`config.mk`:
```
export PLATFORM = sky130hd
export DESIGN_NAME = wtm_mac_acc
export DESIGN_NICKNAME = d
export VERILOG_FILES = /design/src/rtl/wtm_mac_acc.sv
export SDC_FILE = /design/constraint.sdc
export NUM_CORES = 1
export LEC_CHECK = 0
export BUFFER_PORTS_ARGS = -buffer_cell sky130_fd_sc_hd__buf_2
export CAP_MARGIN = 40
export CORE_ASPECT_RATIO = 0.5
export CORE_MARGIN = 3
export CORE_UTILIZATION = 50
export CTS_BUF_LIST = sky130_fd_sc_hd__clkbuf_16
export DETAILED_ROUTE_END_ITERATION = 8
export GPL_TIMING_DRIVEN = 0
export PLACE_DENSITY = 0.72
export SLEW_MARGIN = 20
export SYNTH_ARGS = -nofsm -noshare
export SYNTH_HDL_FRONTEND = slang
export SYNTH_SLANG_ARGS = --single-unit
```
`constraint.sdc`:
```
create_clock -name clock -period 4.05 [get_ports clock]
set_input_delay 0.6075 -clock clock [delete_from_list [all_inputs] [get_ports clock]]
set_output_delay 0.6075 -clock clock [all_outputs]
set_load 0.1 [all_outputs]
```
`src/rtl/wtm_mac_acc.sv`:
```
// Sums LEN consecutive 10-bit Wallace-tree products into a saturating ACC_W-bit accumulator.
// Result registered on the LEN-th accept; in_ready drops while a result waits for out_ready.
module wtm_mac_acc #(
    parameter int ACC_W = 16,
    parameter int LEN   = 4
) (
    input  logic                       clock,
    input  logic                       reset,
    input  logic                       clear,
    input  logic                       in_valid,
    output logic                       in_ready,
    input  logic [9:0]                 product,
    input  logic                       prod_cout,
    output logic                       out_valid,
    input  logic                       out_ready,
    output logic [ACC_W-1:0]           acc_out,
    output logic [$clog2(LEN+1)-1:0]   count,
    output logic                       overflow,
    output logic                       err
);

    localparam int CW = $clog2(LEN + 1);
    localparam logic [CW-1:0] LAST_CNT = CW'(LEN - 1);

    typedef enum logic [1:0] {
        IDLE  = 2'd0,
        ACCUM = 2'd1,
        DONE  = 2'd2
    } state_t;

    state_t           state;
    state_t           state_nxt;
    logic             accept;
    logic [ACC_W:0]   sum;

    assign in_ready  = (state != DONE) & ~clear & ~reset;
    assign accept    = in_valid & in_ready;
    assign out_valid = (state == DONE);

    // One extra bit catches the carry out of the accumulator for saturation.
    assign sum = {1'b0, acc_out} + (ACC_W + 1)'(product);

    always_comb begin
        state_nxt = state;
        case (state)
            IDLE: begin
                if (accept) state_nxt = (LEN == 1) ? DONE : ACCUM;
            end
            ACCUM: begin
                if (accept && (count == LAST_CNT)) state_nxt = DONE;
            end
            DONE: begin
                if (out_ready) state_nxt = IDLE;
            end
            default: state_nxt = IDLE;
        endcase
        if (reset || clear) state_nxt = IDLE;
    end

    always_ff @(posedge clock) begin
        state <= state_nxt;
    end

    always_ff @(posedge clock) begin
        if (reset || clear) begin
            acc_out  <= '0;
            count    <= '0;
            overflow <= 1'b0;
            err      <= 1'b0;
        end else begin
            case (state)
                IDLE: begin
                    if (accept) begin
                        acc_out <= ACC_W'(product);
                        count   <= CW'(1);
                        err     <= prod_cout;
                    end
                end
                ACCUM: begin
                    if (accept) begin
                        if (sum[ACC_W]) begin
                            acc_out  <= '1;
                            overflow <= 1'b1;
                        end else begin
                            acc_out <= sum[ACC_W-1:0];
                        end
                        count <= count + CW'(1);
                        err   <= err | prod_cout;
                    end
                end
                DONE: begin
                    // acc_out stays visible through IDLE until the next result starts.
                    if (out_ready) begin
                        count    <= '0;
                        overflow <= 1'b0;
                        err      <= 1'b0;
                    end
                end
                default: ;
            endcase
        end
    end

endmodule

```
==> Flow_metrics.wiki, run 1 <==
{| class="wikitable"
! Metric !! Value
|-
| Outcome || finished, final reports clean
|-
| Main flop type after synthesis || sky130_fd_sc_hd__dfxtp_1
|-
| Number of buffers inserted by port buffering || 38
|-
| Leftover overflow at the end of global routing || 0
|-
| Number of buffers inserted by hold repair at cts || 0
|-
| Pin count of the biggest net entering global routing || 15
|-
| Number of synthesized register bits || 23
|-
| Clock Skew || 3.38 ps
|-
| Maximum clock frequency || 0.385 GHz
|-
| Post-Layout Inst Area || 2010 sq um
|-
| DPL Wire Length || 3080 um
|-
| Worst setup timing slack at the placement stage || 1170 ps
|-
| Num rows || 14
|-
| Data required, critical path || 4170 ps
|-
| DP Area || 1930 sq um
|-
| TritonCTS Sinks || 23
|-
| Ant diodes || 0
|-
| Leakage component of the power || 0.851 nW
|-
| Synthesized area per cell || 8.23 sq um
|-
| Cts bufs inserted || 3
|-
| Starting density of the core || 0.541
|-
| Clk_lat worst skew || 260 ps
|-
| Length of the first detailed-routing pass in iterations || 4
|-
| Setup CP Type || input port to register
|-
| Post-synth ARST share || 0
|-
| Hold violation count in the final report || 0
|-
| Routability-driven placement congestion ratio || 0.827
|-
| Number of DRC markers in iteration 0 || 89
|-
| Crit end category || register
|-
| Die area || 4150 sq um
|-
| Number of different library cells in the post-synthesis netlist || 49
|-
| Peak supply drop || 0.185 mV
|-
| Die span in x || 88.1 um
|-
| Fin crit share || 0.642
|-
| Number of global-route vias before repair || 1437
|-
| Total instance count after detailed placement || 283
|-
| Area of the core || 3120 sq um
|-
| Slew headroom || 0.664
|-
| Area Overhead vs Synth || 19.1%
|-
| Buffer cell driving the clock tree root || sky130_fd_sc_hd__clkbuf_16
|-
| Total count of max-transition violations in the final report || 0
|-
| Cell type with the highest aggregate area in the netlist || sky130_fd_sc_hd__dfxtp_1
|-
| Leading cell type in the layout, fill and taps excluded || sky130_fd_sc_hd__buf_2
|-
| Wire length of the first global-routing pass || 6620 um
|-
| Setup Fix Bufs, Post-CTS || 0
|-
| Commonest cells after routing, fill and taps aside || sky130_fd_sc_hd__buf_2 (39), sky130_fd_sc_hd__nand2_1 (31), sky130_fd_sc_hd__dfxtp_1 (23)
|-
| Routed WL || 4120 um
|-
| Tightest Pin Transition || 504 ps
|-
| Clock tree from TritonCTS || done
|-
| Gate count of the mapped netlist || 205
|-
| Crit start category || input port
|-
| Min Tclk post-route || 2600 ps
|-
| Detailed-route wire length per cell || 14.3 um
|-
| Net count of the finished layout || 280
|-
| Final worst-path setup slack || 1450 ps
|-
| Register clock-pin slew on the reported worst setup and hold paths || 70 ps
|-
| Pwr Density || 293 nW/um^2
|-
| Number of flops mapped to enable cells by yosys || 0
|-
| Biggest area contributors in the synthesized netlist || sky130_fd_sc_hd__dfxtp_1 (27%), sky130_fd_sc_hd__ha_1 (11%), sky130_fd_sc_hd__nand2_1 (6.9%)
|-
| Number of antenna-violating nets in the routed design || 0
|-
| Total number of vias || 1676
|-
| Max clock buf depth || 2
|-
| Share of Yosys cell area claimed by the top area cell type || 0.273
|-
| Total nets after synthesis || 237
|-
| Sequential element share of the synthesized area || 0.273
|-
| Yosys warning total || 0
|-
| Antenna violations before repair || 0
|-
| Clock H-tree levels || 1
|-
| DRC || 0
|-
| Per-cell via count in the routed design || 5.84
|-
| Hold Path Class || register to register
|-
| Final total negative setup slack || 0 ps
|-
| Number of primary I/O pins || 39
|-
| Final setup violating endpoints || 0
|-
| Max-capacitance violation count || 0
|-
| Total Routing Usage GR || 0.205
|-
| Ratio of cells with drive above 1 in the final layout || 0.243
|-
| Final Util || 0.644
|-
| Highest net fanout along the worst path || 4
|-
| Data arrival time at the worst-slack endpoint || 2720 ps
|-
| Final Instance Count excl. Fillers || 287
|-
| Post-CTS Resized || 0
|-
| Setup repair after global routing missed its margin || no
|-
| Mapped cell area || 1690 sq um
|-
| Die H || 47.1 um
|}
stage by stage:
stage | total power [mW] | hold WS, ps
finish | 0.589 | 460
global route | 0.612 | 478
CTS | 0.591 | 462
detailed placement | 0.367 | 451
global placement | 0.365 | 442
floorplan | 0.339 | 507
report_power, final:
part	internal, mW	switching, mW
sequential	0.231	0.00362
clock	0.134	0.0915
combinational	0.0401	0.0884
total	0.405	0.184
flip-flops by register name (all words and copies together), names as in the netlist:
name      cells
acc_out      16
count         3
err           1
overflow      1
state         2
final cells by class:
type / count / area [sq um]
multi-input combinational: 169 / 1170
fill: 277 / 1110
sequential: 23 / 460
timing repair buffer: 38 / 190
clock buffer: 3 / 75.1
tap: 40 / 50.0
buffer: 6 / 27.5
inverter: 7 / 26.3
clock inverter: 1 / 7.51
routing by layer:
layer / up-vias / wire, um / GRT usage
met3: 4 / 203 / 0.0455
met4: 0 / 19 / 0.0422
met5: - / 0 / 0
met1: 783 / 2080 / 0.274
met2: 36 / 1820 / 0.349
li1: 853 / - / -
cell usage after synthesis, drive strengths merged, types with 2 or more instances:
library cell / count
clkbuf: 4
nor2b: 4
o2111ai: 2
a311oi: 2
a21o: 2
nor3: 5
nand4: 2
dfxtp: 23
o221ai: 8
inv: 7
xnor2: 6
ha: 15
o21ai: 8
o31ai: 8
o311ai: 2
o21a: 2
buf: 2
or2: 5
a211oi: 4
nand3: 8
a21oi: 21
nor2: 16
nand2: 31
nand2b: 2
a41oi: 4
worst max-delay path, stage by stage:
cell                       delay [ps]
sky130_fd_sc_hd__buf_2            110
sky130_fd_sc_hd__ha_1             220
sky130_fd_sc_hd__fa_1             450
sky130_fd_sc_hd__a211oi_2         270
sky130_fd_sc_hd__o21ai_2          110
sky130_fd_sc_hd__o41ai_4          380
sky130_fd_sc_hd__o21ai_0          240
sky130_fd_sc_hd__a41oi_1          270
sky130_fd_sc_hd__a211oi_1          70
path summary, 6_finish.rpt:
check | startpoint | end | slack [ps] | cells after the start
worst min-delay path | acc_out[9] | acc_out[9] | 460 | 2
worst max-delay path | product[0] | acc_out[12] | 1450 | 9
worst max register to register | acc_out[0] | acc_out[12] | 1590 | 8
worst min register to register | acc_out[9] | acc_out[9] | 460 | 2
logic make-up after synthesis:
| logic type | Yosys count | share of synthesized area |
|---|---|---|
| AOI/OAI and AO/OA | 66 | 0.304 |
| xor gates and xnor gates | 7 | 0.0364 |
| adders and majority gates | 16 | 0.123 |
| buffers and inverters | 13 | 0.0319 |
| DFF | 23 | 0.273 |
| muxes | 1 | 0.00593 |
| and+or+nand+nor | 79 | 0.226 |
Note: power is estimated with default switching activity, not from simulation.
==> run 2: changes to the inputs <==
--- a/config.mk
+++ b/config.mk
@@ -9,7 +9,7 @@
 export CAP_MARGIN = 40
 export CORE_ASPECT_RATIO = 0.5
 export CORE_MARGIN = 3
-export CORE_UTILIZATION = 50
+export CORE_UTILIZATION = 48
 export CTS_BUF_LIST = sky130_fd_sc_hd__clkbuf_16
 export DETAILED_ROUTE_END_ITERATION = 8
 export GPL_TIMING_DRIVEN = 0
==> constraint.sdc (replaced) <==
create_clock -name clock -period 2.25 [get_ports clock]
set_input_delay 0.3375 -clock clock [delete_from_list [all_inputs] [get_ports clock]]
set_output_delay 0.3375 -clock clock [all_outputs]
set_load 0.1 [all_outputs]
==> Flow_metrics.wiki, run 2 (same netlist as run 1, synthesis figures left out) <==
{| class="wikitable"
! Metric !! Value
|-
| Pwr Density || 498 nW/um^2 (+70%)
|-
| Peak supply drop || 0.229 mV (+24%)
|-
| Critical path, cell by cell || ha_4 > fa_2 > a211oi_2 > o21ai_2 > o41ai_4 > buf_4 > o21ai_1 > a41oi_2 > a211oi_2
|-
| Register clock-pin slew on the reported worst setup and hold paths || 60 ps (about the same)
|-
| Clock tree from TritonCTS || done
|-
| Total instance count after detailed placement || 291 (+2.8%)
|-
| Number of flip-flops in the largest register || 16 (unchanged)
|-
| Fraction of power consumed by sequential logic || 0.396 (-0.002)
|-
| Source of the worst register-to-register timing path || acc_out[0]
|-
| Net count of the finished layout || 284 (+1.4%)
|-
| Total count of max-transition violations in the final report || 0 (unchanged)
|-
| Proportion of power drawn by combinational gates || 0.231 (+0.013)
|-
| Crit-path leading delay family || compound AO/OA/AOI/OAI gates
|-
| Tightest Pin Transition || 522 ps (+18.4 ps)
|-
| Setup CP Type || register to register
|-
| Final setup violating endpoints || 0 (unchanged)
|-
| Switching Share || 0.310 (-0.00219)
|-
| Cts bufs inserted || 3 (unchanged)
|-
| Clock Skew || 2.86 ps (-0.518 ps)
|-
| Min Tclk post-route || 2190 ps
|-
| DRC || 0 (unchanged)
|-
| Number of primary I/O pins || 39 (unchanged)
|-
| TritonCTS Sinks || 23 (unchanged)
|-
| Cell with the largest stage delay on the worst path || sky130_fd_sc_hd__fa_2
|-
| Buffer cell driving the clock tree root || sky130_fd_sc_hd__clkbuf_16
|-
| Num rows || 14 (unchanged)
|-
| Starting density of the core || 0.532 (-0.00897)
|-
| Final total negative setup slack || 0 ps (unchanged)
|-
| Crit end category || register
|-
| Total number of vias || 1738 (+3.7%)
|-
| Number of DRC markers in iteration 0 || 87 (-2.2%)
|-
| Maximum clock frequency || 0.456 GHz
|-
| Setup repair after global routing missed its margin || yes
|-
| Clk pwr share || 0.372 (-0.011)
|-
| Ratio of cells with drive above 1 in the final layout || 0.343 (+0.0997)
|-
| Fin crit share || 0.975
|-
| Stage delay of the slowest cell on the critical path || 370 ps (-80 ps)
|-
| Routability-driven placement congestion ratio || 0.863 (+4.4%)
|-
| Min-Delay Startpoint || out_ready
|-
| Final Instance Count excl. Fillers || 299 (+4.2%)
|-
| Worst Hold Margin || 288 ps (-172 ps)
|-
| Leading cell type in the layout, fill and taps excluded || sky130_fd_sc_hd__buf_2
|-
| Total Routing Usage GR || 0.202 (-0.00254)
|-
| Cell occurring most often along the worst timing path || sky130_fd_sc_hd__a211oi_2
|-
| Ant diodes || 0 (unchanged)
|-
| Die area || 4300 sq um (+3.8%)
|-
| Die span in x || 89.8 um (+1.9%)
|-
| Length of the first detailed-routing pass in iterations || 4 (unchanged)
|-
| Leftover overflow at the end of global routing || 0 (unchanged)
|-
| Design internal power || 0.734 mW (+81%)
|-
| Register name with the most flops || acc_out
|-
| Per-cell via count in the routed design || 5.81 (-0.46%)
|-
| Highest net fanout along the worst path || 3 (-1)
|-
| Data arrival time at the worst-slack endpoint || 2320 ps (-400 ps)
|-
| Largest registers || acc_out (16), count (3), state (2)
|-
| Hold Path Class || input port to register
|-
| Hold violation count in the final report || 0 (unchanged)
|-
| Routed WL || 4390 um (+6.6%)
|-
| Number of buffers inserted by port buffering || 38 (unchanged)
|-
| Leakage component of the power || 0.896 nW (+5.3%)
|-
| Area of the core || 3170 sq um (+1.7%)
|-
| Crit start category || register
|-
| Area Overhead vs Synth || 26.6%
|-
| DPL Wire Length || 3190 um (+3.5%)
|-
| Number of global-route vias before repair || 1470 (+2.3%)
|-
| Overall Power || 1.06 mW (+81%)
|-
| Number of buffers inserted by hold repair at cts || 0 (unchanged)
|-
| Antenna violations before repair || 0 (unchanged)
|-
| Slew headroom || 0.652 (-0.0123)
|-
| Pin count of the biggest net entering global routing || 14 (-1)
|-
| Commonest cells after routing, fill and taps aside || sky130_fd_sc_hd__buf_2 (40), sky130_fd_sc_hd__nand2_1 (31), sky130_fd_sc_hd__a21oi_1 (20)
|-
| Clk_lat worst skew || 260 ps (about the same)
|-
| DP Area || 1980 sq um (+2.6%)
|-
| Die H || 47.9 um (+1.8%)
|-
| Data required, critical path || 2380 ps (-1790 ps)
|-
| Number of antenna-violating nets in the routed design || 0 (unchanged)
|-
| CP bufs+invs || 1 (unchanged)
|-
| Wire length of the first global-routing pass || 6770 um (+2.2%)
|-
| Clock H-tree levels || 1 (unchanged)
|-
| Launch point of the critical path || acc_out[0]
|-
| Net switching component of the power || 0.329 mW (+79%)
|-
| Detailed-route wire length per cell || 14.7 um (+2.3%)
|-
| Max-capacitance violation count || 0 (unchanged)
|-
| Max clock buf depth || 2 (unchanged)
|-
| Post-Layout Inst Area || 2140 sq um (+6.3%)
|-
| Outcome || finished, final reports clean
|}
-- run 2: cell types whose count changed in the layout (fill, tap and decap cells not counted), sizes merged --
cell	before	now
buf	40	45
clkbuf	7	6
clkinv	0	1
clkinvlp	1	0
-- run 2: area by class of cell --
class,count,area [sq um]
clock inverter,1,5.00
sequential,23,480
tap,48,60.1
fill,274,1030
timing repair buffer,43,225
clock buffer,3,75.1
inverter,7,26.3
multi-input combinational,169,1240
buffer,5,26.3
-- run 2: worst paths after layout --
path                 endpoint  slack, ps  cells past startpoint
hold reg to reg    acc_out[4]        450                      2
setup reg to reg  acc_out[14]         60                      9
setup / recovery  acc_out[14]         60                      9
hold / removal       overflow        290                      2
-- run 2: timing repair --
action / 4_1_cts / 5_1_grt
endpoints found under the setup margin: 12 / 14
pin swaps: 1 / 2
setup buffers: 1 / 4
gates cloned: 0 / 1
resized for setup: 0 / 12
-- run 2: power groups by stage --
stage	Combinational [mW]	Clock, mW	Sequential, mW
after floorplan	0.123	0	0.488
after global placement	0.229	0	0.430
after detailed placement	0.232	0	0.431
after CTS	0.235	0.404	0.422
after global routing	0.264	0.420	0.423
final	0.246	0.396	0.422
-- run 2: through the flow --
| step | utilization | setup slack [ps] |
|---|---|---|
| 5_1_grt | 0.674 | -42.4 |
| 3_3_place_gp | 0.624 | -180 |
| 3_5_place_dp | 0.624 | -218 |
| 6_report | 0.674 | 56.3 |
| 2_1_floorplan | - | -33.2 |
| 4_1_cts | 0.651 | 0.992 |
-- run 2: metal layers --
metal / vias up / global-route usage / part of all wire
met5: - / 0 / 0
met4: 0 / 0.0701 / 0.012
met3: 7 / 0.0487 / 0.068
met2: 57 / 0.363 / 0.46
met1: 808 / 0.251 / 0.46
li1: 866 / - / -
==> run 3: changes to the inputs <==
--- a/config.mk
+++ b/config.mk
@@ -5,11 +5,14 @@
 export SDC_FILE = /design/constraint.sdc
 export NUM_CORES = 1
 export LEC_CHECK = 0
+export ABC_AREA = 1
 export BUFFER_PORTS_ARGS = -buffer_cell sky130_fd_sc_hd__buf_2
 export CAP_MARGIN = 40
+export CELL_PAD_IN_SITES_DETAIL_PLACEMENT = 1
+export CELL_PAD_IN_SITES_GLOBAL_PLACEMENT = 2
 export CORE_ASPECT_RATIO = 0.5
 export CORE_MARGIN = 3
-export CORE_UTILIZATION = 48
+export CORE_UTILIZATION = 26
 export CTS_BUF_LIST = sky130_fd_sc_hd__clkbuf_16
 export DETAILED_ROUTE_END_ITERATION = 8
 export GPL_TIMING_DRIVEN = 0
==> Flow_metrics.wiki, run 3 <==
{| class="wikitable"
! Metric !! Value
|-
| Pwr Density || 470 nW/um^2 (-5.7%)
|-
| Data required, critical path || 2380 ps (about the same)
|-
| Biggest area contributors in the synthesized netlist || sky130_fd_sc_hd__dfxtp_1 (23%), sky130_fd_sc_hd__nand2_1 (18%), sky130_fd_sc_hd__ha_1 (9.5%)
|-
| Per-cell via count in the routed design || 4.74 (-18%)
|-
| Die area || 8760 sq um (+100%)
|-
| Share of Yosys cell area claimed by the top area cell type || 0.233 (-0.0404)
|-
| Hold Crit Depth || 3 (+1)
|-
| Number of global-route vias before repair || 2155 (+47%)
|-
| Hold Path Sink || err
|-
| Number of flops mapped to enable cells by yosys || 0 (unchanged)
|-
| Setup Fix Bufs, Post-CTS || 0 (-1)
|-
| Largest registers || acc_out (16), count (3), state (2)
|-
| Peak supply drop || 0.213 mV (-7.0%)
|-
| Maximum clock frequency || 0.475 GHz (+4.3%)
|-
| Total Routing Usage GR || 0.156 (-0.0462)
|-
| Die H || 67.7 um (+41%)
|-
| Gate count of the mapped netlist || 312 (+52%)
|-
| Antenna violations before repair || 0 (unchanged)
|-
| Post-synth ARST share || 0 (unchanged)
|-
| Clk pwr share || 0.372 (about the same)
|-
| Ant diodes || 0 (unchanged)
|-
| Cell with the most instances after synthesis || sky130_fd_sc_hd__nand2_1
|-
| Register name with the most flops || acc_out
|-
| Tightest Pin Transition || 556 ps (+34.0 ps)
|-
| Number of DRC markers in iteration 0 || 90 (+3.4%)
|-
| Total area of multi-input combinational cells || 1310 sq um (+5.8%)
|-
| Number of antenna-violating nets in the routed design || 0 (unchanged)
|-
| Data arrival time at the worst-slack endpoint || 2230 ps (-90 ps)
|-
| Total count of max-transition violations in the final report || 0 (unchanged)
|-
| Net switching component of the power || 0.383 mW (+16%)
|-
| Highest net fanout along the worst path || 10 (+7)
|-
| Pin count of the biggest net entering global routing || 15 (+1)
|-
| Clk_lat worst skew || 270 ps (about the same)
|-
| Final Instance Count excl. Fillers || 446 (+49%)
|-
| Total nets after synthesis || 344 (+45%)
|-
| Num rows || 21 (+7)
|-
| Worst Hold Margin || 360 ps (+71.9 ps)
|-
| Worst setup timing slack at the placement stage || -74.8 ps (+143 ps)
|-
| DPL Wire Length || 5320 um (+67%)
|-
| Length of the first detailed-routing pass in iterations || 4 (unchanged)
|-
| Max clock buf depth || 2 (unchanged)
|-
| Commonest cells after routing, fill and taps aside || sky130_fd_sc_hd__nand2_1 (96), sky130_fd_sc_hd__inv_1 (39), sky130_fd_sc_hd__buf_2 (39)
|-
| Synthesized area per cell || 6.34 sq um (-23%)
|-
| Hold violation count in the final report || 0 (unchanged)
|-
| Detailed-route wire length per cell || 14.3 um (-2.3%)
|-
| Fin crit share || 0.935 (-0.0401)
|-
| Setup repair after global routing missed its margin || no
|-
| Design internal power || 0.737 mW (+0.36%)
|-
| Leading cell type in the layout, fill and taps excluded || sky130_fd_sc_hd__nand2_1
|-
| Final setup violating endpoints || 0 (unchanged)
|-
| Crit end category || register
|-
| Outcome || finished, final reports clean
|-
| Number of different library cells in the post-synthesis netlist || 37 (-24%)
|-
| Die span in x || 129 um (+44%)
|-
| Min Tclk post-route || 2100 ps (-90.3 ps)
|-
| Sequential element share of the synthesized area || 0.233 (-0.0404)
|-
| Total number of vias || 2114 (+22%)
|-
| Mapped cell area || 1980 sq um (+17%)
|-
| Net count of the finished layout || 387 (+36%)
|-
| Storage element area || 470 sq um (-2.1%)
|-
| Number of flip-flops in the largest register || 16 (unchanged)
|-
| Setup CP Type || register to register
|-
| Max-capacitance violation count || 0 (unchanged)
|-
| Clock Skew || 2.43 ps (-0.432 ps)
|-
| Yosys warning total || 0 (unchanged)
|-
| Min-Delay Startpoint || prod_cout
|-
| Main flop type after synthesis || sky130_fd_sc_hd__dfxtp_1
|-
| Area of the core || 7020 sq um (+120%)
|-
| Number of primary I/O pins || 39 (unchanged)
|-
| Slew headroom || 0.629 (-0.0227)
|-
| Endpoint of the worst-slack reg-to-reg timing path || acc_out[7]
|-
| Number of synthesized register bits || 23 (unchanged)
|-
| Hold Path Class || input port to register
|-
| Crit start category || register
|-
| Buffer cell driving the clock tree root || sky130_fd_sc_hd__clkbuf_16
|-
| Routability-driven placement congestion ratio || 0.833 (-3.4%)
|-
| Routed WL || 6400 um (+46%)
|-
| Number of cells on the worst reg-to-reg path || 11 (+2)
|-
| Total instance count after detailed placement || 442 (+52%)
|-
| Clock H-tree levels || 1 (unchanged)
|-
| Register clock-pin slew on the reported worst setup and hold paths || 70 ps (about the same)
|-
| Ratio of cells with drive above 1 in the final layout || 0.226 (-0.117)
|-
| Starting density of the core || 0.282 (-0.250)
|-
| Clock tree from TritonCTS || done
|-
| Cell type with the highest aggregate area in the netlist || sky130_fd_sc_hd__dfxtp_1
|-
| Count of fill cells added during filler insertion || 918 (+240%)
|-
| Cts bufs inserted || 3 (unchanged)
|-
| Number of buffers inserted by hold repair at cts || 0 (unchanged)
|-
| Worst-case register-to-register setup slack || 150 ps (+90 ps)
|-
| TritonCTS Sinks || 23 (unchanged)
|-
| Switching Share || 0.342 (+0.0326)
|-
| Proportion of power drawn by combinational gates || 0.250 (+0.019)
|-
| Final worst-path setup slack || 147 ps (+90.3 ps)
|-
| Leakage component of the power || 1.21 nW (+35%)
|-
| Leftover overflow at the end of global routing || 0 (unchanged)
|-
| Wire length of the first global-routing pass || 10700 um (+58%)
|-
| DRC || 0 (unchanged)
|-
| Source of the worst register-to-register timing path || acc_out[0]
|-
| Area Overhead vs Synth || 20.5%
|-
| Most instantiated cells after synthesis || sky130_fd_sc_hd__nand2_1 (96), sky130_fd_sc_hd__inv_1 (39), sky130_fd_sc_hd__a21oi_1 (27)
|-
| Fraction of power consumed by sequential logic || 0.378 (-0.018)
|-
| Final total negative setup slack || 0 ps (unchanged)
|-
| Overall Power || 1.12 mW (+5.3%)
|-
| Number of buffers inserted by port buffering || 38 (unchanged)
|}
## run 3: changes by cell type after synthesis, sizes merged, moves of 7 or more
| cell | previous run | this run |
|---|---|---|
| o221ai | 8 | 0 |
| a21oi | 21 | 28 |
| nor2 | 16 | 23 |
| o21ai | 8 | 24 |
| nand3 | 8 | 20 |
| o31ai | 8 | 1 |
| nand2 | 31 | 97 |
| inv | 7 | 44 |
## run 3: worst max-delay path by stage
stage	slack [ps]	startpoint	depth (start not counted)	end
after floorplan	2	acc_out[1]	11	overflow
after global placement	-50	product[0]	12	acc_out[7]
after detailed placement	-70	product[0]	12	acc_out[8]
after CTS	60	acc_out[0]	11	acc_out[8]
after global routing	20	acc_out[0]	12	acc_out[13]
final	150	acc_out[0]	11	acc_out[7]
## run 3: layout make-up
class / instances / area share
Tap cell: 92 / 0.0483
Timing Repair Buffer: 38 / 0.0797
Clock buffer: 3 / 0.0315
Multi-Input combinational cell: 239 / 0.549
Clock inverter: 1 / 0.00315
Inverter: 44 / 0.0703
Sequential cell: 23 / 0.197
Buffer: 6 / 0.0210
## run 3: critical path, cell delays in order (launching register included)
cell and delay, ps:
sky130_fd_sc_hd__dfxtp_2 330, sky130_fd_sc_hd__ha_1 240, sky130_fd_sc_hd__fa_2 400, sky130_fd_sc_hd__nand3_1 110
sky130_fd_sc_hd__nand3_2 120, sky130_fd_sc_hd__nand2_1 80, sky130_fd_sc_hd__nand2_1 90, sky130_fd_sc_hd__nand2_1 130
sky130_fd_sc_hd__nand3_2 90, sky130_fd_sc_hd__buf_6 160, sky130_fd_sc_hd__o21ai_1 140, sky130_fd_sc_hd__a21oi_1 70
## run 3: logic make-up (layout without fill, tap and decap cells)
| kind of cell | after synthesis | after routing | synth area share |
|---|---|---|---|
| AOI/OAI and AO/OA | 60 | 60 | 0.164 |
| buffers and inverters | 50 | 92 | 0.110 |
| DFF | 23 | 23 | 0.233 |
| adders and majority gates | 16 | 16 | 0.105 |
| and+or+nand+nor | 157 | 157 | 0.362 |
| xor gates and xnor gates | 6 | 6 | 0.0265 |
## run 3: per-stage QoR
| step | util | area, sq um |
|---|---|---|
| after global placement | 0.328 | 2300 |
| after CTS | 0.340 | 2380 |
| final | 0.340 | 2380 |
| after floorplan | - | 1990 |
| after global routing | 0.340 | 2380 |
| after detailed placement | 0.328 | 2300 |
## run 3: power groups by stage
stage | logic (mW) | registers (mW) | clock network (mW)
2_1_floorplan | 0.158 | 0.482 | 0
3_3_place_gp | 0.276 | 0.432 | 0
3_5_place_dp | 0.282 | 0.433 | 0
4_1_cts | 0.283 | 0.423 | 0.432
5_1_grt | 0.309 | 0.425 | 0.451
6_report | 0.280 | 0.423 | 0.417
## run 3: metal layers
metal  GRT usage  up-vias  routed length [um]
li1            -     1092                   -
met1       0.207      990                3290
met2       0.269       30                2840
met3      0.0355        2                 257
met4      0.0183        0                   8
met5           0        -                   0
## run 3: what timing repair did
action,CTS,global route
resized for setup,0,1
endpoints found under the hold margin,0,0
setup endpoints to repair,0,14
